[src/rtl/iter_counter.sv]
// iter_counter: bounded iteration counter with start/stop/hold control.
// A run counts 0..lim_q, then raises a one-cycle done pulse and returns to idle.
module iter_counter #(
  parameter int unsigned WIDTH      = 6,
  parameter bit          RESTART_OK = 1'b1
) (
  input  logic             clock,
  input  logic             clr,
  input  logic             start,
  input  logic             stop,
  input  logic             hold,
  input  logic [WIDTH-1:0] limit,
  output logic [WIDTH-1:0] count,
  output logic             busy,
  output logic             last,
  output logic             done
);

  // busy is the state bit itself, so the encoding is fixed to match it
  typedef enum logic {
    IDLE = 1'b0,
    RUN  = 1'b1
  } state_t;

  state_t           r_state;
  logic [WIDTH-1:0] r_count;
  logic [WIDTH-1:0] r_lim_q;
  logic             r_done;
  logic             w_at_lim;

  assign w_at_lim = (r_count == r_lim_q);

  // Run control: priority is clr > stop > restart > hold > count/complete
  always_ff @(posedge clock) begin
    if (clr) begin
      r_state <= IDLE;
      r_count <= '0;
      r_lim_q <= '0;
      r_done  <= 1'b0;
    end else begin
      r_done <= 1'b0;
      case (r_state)
        IDLE: begin
          if (start && !stop) begin
            r_state <= RUN;
            r_count <= '0;
            r_lim_q <= limit;
          end
        end
        RUN: begin
          if (stop) begin
            r_state <= IDLE;
          end else if (start && RESTART_OK) begin
            r_count <= '0;
            r_lim_q <= limit;
          end else if (!hold) begin
            if (w_at_lim) begin
              r_state <= IDLE;
              r_done  <= 1'b1;
            end else begin
              r_count <= r_count + 1'b1;
            end
          end
        end
        default: r_state <= IDLE;
      endcase
    end
  end

  assign count = r_count;
  assign busy  = (r_state == RUN);
  assign done  = r_done;
  assign last  = busy && !hold && w_at_lim;

endmodule
[config.mk]
export PLATFORM = sky130hd
export DESIGN_NAME = iter_counter
export DESIGN_NICKNAME = d
export VERILOG_FILES = /design/src/rtl/iter_counter.sv
export SDC_FILE = /design/constraint.sdc
export NUM_CORES = 1
export LEC_CHECK = 0
export CAP_MARGIN = 20
export CORE_MARGIN = 5
export CORE_UTILIZATION = 46
export DETAILED_ROUTE_END_ITERATION = 7
export GPL_TIMING_DRIVEN = 0
export PLACE_DENSITY = 0.86
export SLEW_MARGIN = 20
export SYNTH_ARGS = -nofsm -noshare
export SYNTH_HDL_FRONTEND = slang
export SYNTH_SLANG_ARGS = --single-unit
[constraint.sdc]
create_clock -name clock -period 1.6 [get_ports clock]
set_input_delay 0.32 -clock clock [delete_from_list [all_inputs] [get_ports clock]]
set_output_delay 0.32 -clock clock [all_outputs]
set_load 0.01 [all_outputs]
Word-level counts from Yosys, hierarchy flattened --
Cells that the tools add are included.
Word-level totals: bits in registers 14, output and inout bits 9
Cells by class: equality and inequality tests 6, bitwise operators 1, multiplexer cells 17, reductions and logical operators 8, $add $sub $neg 1
Operator list (number):
- two-way mux 6 bit | 8
- one-hot mux 6 bit (2 select lines) | 2
- adder 6 x 1 -> 6 bit (second input constant) | 1
- equality test 6 bit | 1
- two-way mux 1 bit | 6
- != test 2 bit (second input constant) | 3
- != test 3 bit (second input constant) | 2
- OR reduction 5 bit | 1
- AND reduction 4 bit | 1
- logical AND 1 bit | 3
- AND reduction 3 bit | 1
- logical NOT 1 bit | 2
- one-hot mux 1 bit (2 select lines) | 1
- inverter 1 bit | 1

Depth between registers and ports, before layout --
word-level depth 6, gate-level depth with buffers 6

Worst setup path after synthesis --
Ideal clock, no wire load.
path kind reg2out, start point reg r_count[1] (netlist: count[1]), end point out last, path slack 0.046 ns, buffers on the path 0, data arrival time 1.234 ns, data required time 1.280 ns, stages on the path, launching flop included 5, path through dfxtp_1 xor2_1 nor4_2 nand2_1 nor2_1
On the way: word-level cells in the longest chain between the ends 2
RTL lines:
- start: declaration | line 26 | logic [WIDTH-1:0] r_count;
- start signal: assignment | line 61 | r_count <= r_count + 1'b1;
- equality test 6 bit | line 31 | assign w_at_lim = (r_count == r_lim_q);
- logical AND 1 bit | line 73 | assign last = busy && !hold && w_at_lim;
- end: declaration | line 15 | output logic last,
Every way passes these cells.

Worst setup path in the final report --
start point reg r_lim_q[1], end point out last
On the way: word-level cells in the longest chain between the ends 2
RTL lines:
- start: declaration | line 27 | logic [WIDTH-1:0] r_lim_q;
- start signal: assignment | line 47 | r_lim_q <= limit;
- start signal: assignment | line 55 | r_lim_q <= limit;
- equality test 6 bit | line 31
- logical AND 1 bit | line 73
Every way passes these cells.

==> out/metrics.yaml <==
synth:
  ys_types: 32
  synth_top_area_frac: 0.380
  synthTopCellsByArea: "dfxtp_1, mux2i_1, nor2_1, xor2_1, nand2_1"
  synth_top_cell_by_area: "dfxtp_1"
  postSynthCellCount: 83
  postSynthNetCount: 95
  synthTopCellsByCount: "dfxtp_1, nor2_1, nand2_1"
  syn_area_sq_um: 737
  syn-mean-instance-area_sq_um: 8.88
  synth_edf_count: 0
  synth_ff_type: "dfxtp_1"
  ys_ff_latch: 14
  synth-seq-area-share: 0.380
  yosys_warnings: 0
  synthArstFlopShare: 0
drt:
  wirelength_mm: 2.07
  vias_per_cell: 5.72
  initialDrtViolationCount: 13
  routedWlPerCell_um: 15.8
  antenna_left: 0
  firstDrtPassIters: 4
  num_vias: 749
  drc_errors: 0
die:
  dieHeight_um: 50.0
  dieWidth_um: 50.0
  die_area_sq_um: 2500
  rows: 14
  initial_utilization: 0.489
  coreArea_sq_um: 1510
  ios: 20
power:
  cellPowerDensity_nw_per_um2: 707
  irDropWorstVdd_v: 0.000587
  power.static_leakage_nw: 0.464
  finalPower_w: 0.000784
clock_tree:
  cts.sinks: 14
  cts_tree: "done"
  cts_buffers: 3
  cts_root_buf: "clkbuf_4"
  clk_pin_slew_ps: 90
  clk-insertion-delay-late_ps: 290
  cts_buffer_depth: 2
  cts_max_level: 1
  hold_buffers: 0
placed_design:
  dpl_cell_area_sq_um: 947
  post-place-ws_ps: -471
  dpl.hpwl_mm: 1.29
  port_buffers: 19
  gp_congestion: 0.918
sta:
  setup_viol: 3
  tns_ps: -342
  slew_viol_final: 0
  worst_slew_pin_slew_ps: 534
  period_needed_ps: 1900
  finalCritPeriodShare: 1.19
  finalHoldViolations: 0
  relSlewSlack: 0.644
  worst_slack_ps: -296
  rsz0062_at_grt: "yes"
  fin_skew_ps: 3.50
  max_freq_ghz: 0.527
setup_path:
  reg2reg_slack_ps: -40
  cp_max_fo: 2
  arrival_ps: 1580
  cp-start-kind: "register"
  reg2reg_from: "r_lim_q[1]"
  worst-setup-path-type: "reg -> out"
  cp-startpoint: "r_lim_q[1]"
  reg2reg_to: "count[0]"
  reg2reg_depth: 7
  cp_data_required_time_ps: 1280
  crit_end: "last"
  endpoint_kind: "output port"
finish:
  fin_area_sq_um: 1110
  area_delta_synth_final_pct: 50.6
  fill_cells: 104
  drive_gt1_frac: 0.287
  finalCoreUtilization: 0.737
  n_antenna_cell: 0
  nNetsFinal: 128
global_route:
  antenna_found_initial: 0
  grt_max_degree: 11
  grt_pass1_wl_mm: 3.45
  grt_overflow_total: 0
  grt_pass1_vias: 741
  grt_use_total: 0.180
run_status:
  status: "complete, but fails checks"
  violations: "negative setup slack"
hold_path:
  hp-class: "in -> reg"
  holdCritStartpoint: "stop"
job:
  maxCapViolations: 0
## flip-flops by register name, summed over array words and instances, names as in the netlist
| register | cells |
|---|---|
| busy | 1 |
| done | 1 |
| r_lim_q | 6 |
| count | 6 |
## layout make-up
class	count	area [sq um]	area share
Inverter	1	3.75	0.00338
Multi-Input combinational cell	66	479	0.432
Timing Repair Buffer	28	264	0.238
Buffer	2	8.76	0.00789
Clock buffer	4	36.3	0.0327
Tap cell	16	20.0	0.0180
Sequential cell	14	298	0.268
## placed cells by master, fill, tap and decap left out, types with 2 or more instances in the layout
master | synthesis | routed
and3_1 | 2 | 2
buf_2 | 1 | 2
buf_4 | 0 | 7
buf_6 | 0 | 2
clkbuf_4 | 0 | 3
clkdlybuf4s50_1 | 0 | 15
dfxtp_1 | 14 | 8
dfxtp_2 | 0 | 2
dfxtp_4 | 0 | 4
dlymetal6s2s_1 | 0 | 2
mux2i_1 | 6 | 6
nand2_1 | 7 | 6
nand2b_1 | 3 | 3
nor2_1 | 14 | 13
nor2b_1 | 2 | 2
nor3_1 | 2 | 2
o211ai_1 | 2 | 2
o21ai_1 | 1 | 2
o21bai_1 | 2 | 2
xor2_1 | 6 | 4
xor2_2 | 0 | 2
## metrics by stage
step,std cells,hold WS [ps]
6_report,131,414
2_1_floorplan,83,389
3_5_place_dp,118,511
3_3_place_gp,118,496
5_1_grt,131,416
4_1_cts,132,523
## where the power goes
part	internal (W)	switching (W)
Sequential	0.000351	0.00000731
Clock	0.000139	0.000126
Combinational	0.0000848	0.0000763
Total	0.000574	0.000210
## worst max-delay path, cell delays in order (launching register included)
cell and delay, ps:
dfxtp_2 350, xor2_2 170, nor4_2 330, buf_4 190, nand2_4 40, nor2_1 80
buf_2 130
## timing repair
action | 4_1_cts | 5_1_grt
cloned | 0 | 0
setup endpoints to repair | 6 | 10
setup buffers | 12 | 3
pin swaps | 6 | 6
gates resized for setup | 23 | 7
## how the worst min path moves through the flow
stage                     slack (ps)  cells after the start          to
after detailed placement         510                      1    count[4]
after CTS                        520                      2    count[1]
final                            410                      2        busy
after floorplan                  390                      1        busy
after global routing             420                      2        busy
after global placement           500                      2  r_lim_q[4]
## kinds of logic (layout without fill, tap and decap cells)
kind of cell / Yosys count / count (layout) / synth area share
compound gates: 13 / 13 / 0.155
xor+xnor: 6 / 6 / 0.0713
fa+ha+maj: 1 / 1 / 0.0170
buf+inv: 3 / 35 / 0.0170
flops: 14 / 14 / 0.380
mux: 6 / 6 / 0.0815
simple gates: 40 / 40 / 0.278
## layer usage
metal,up-vias,track usage,share of wire
met2,32,0.287,0.48
met4,0,0.135,0.045
li1,357,-,-
met3,10,0.0331,0.057
met5,-,0,0
met1,350,0.209,0.41
No activity file was read; power rests on OpenSTA's default activity.
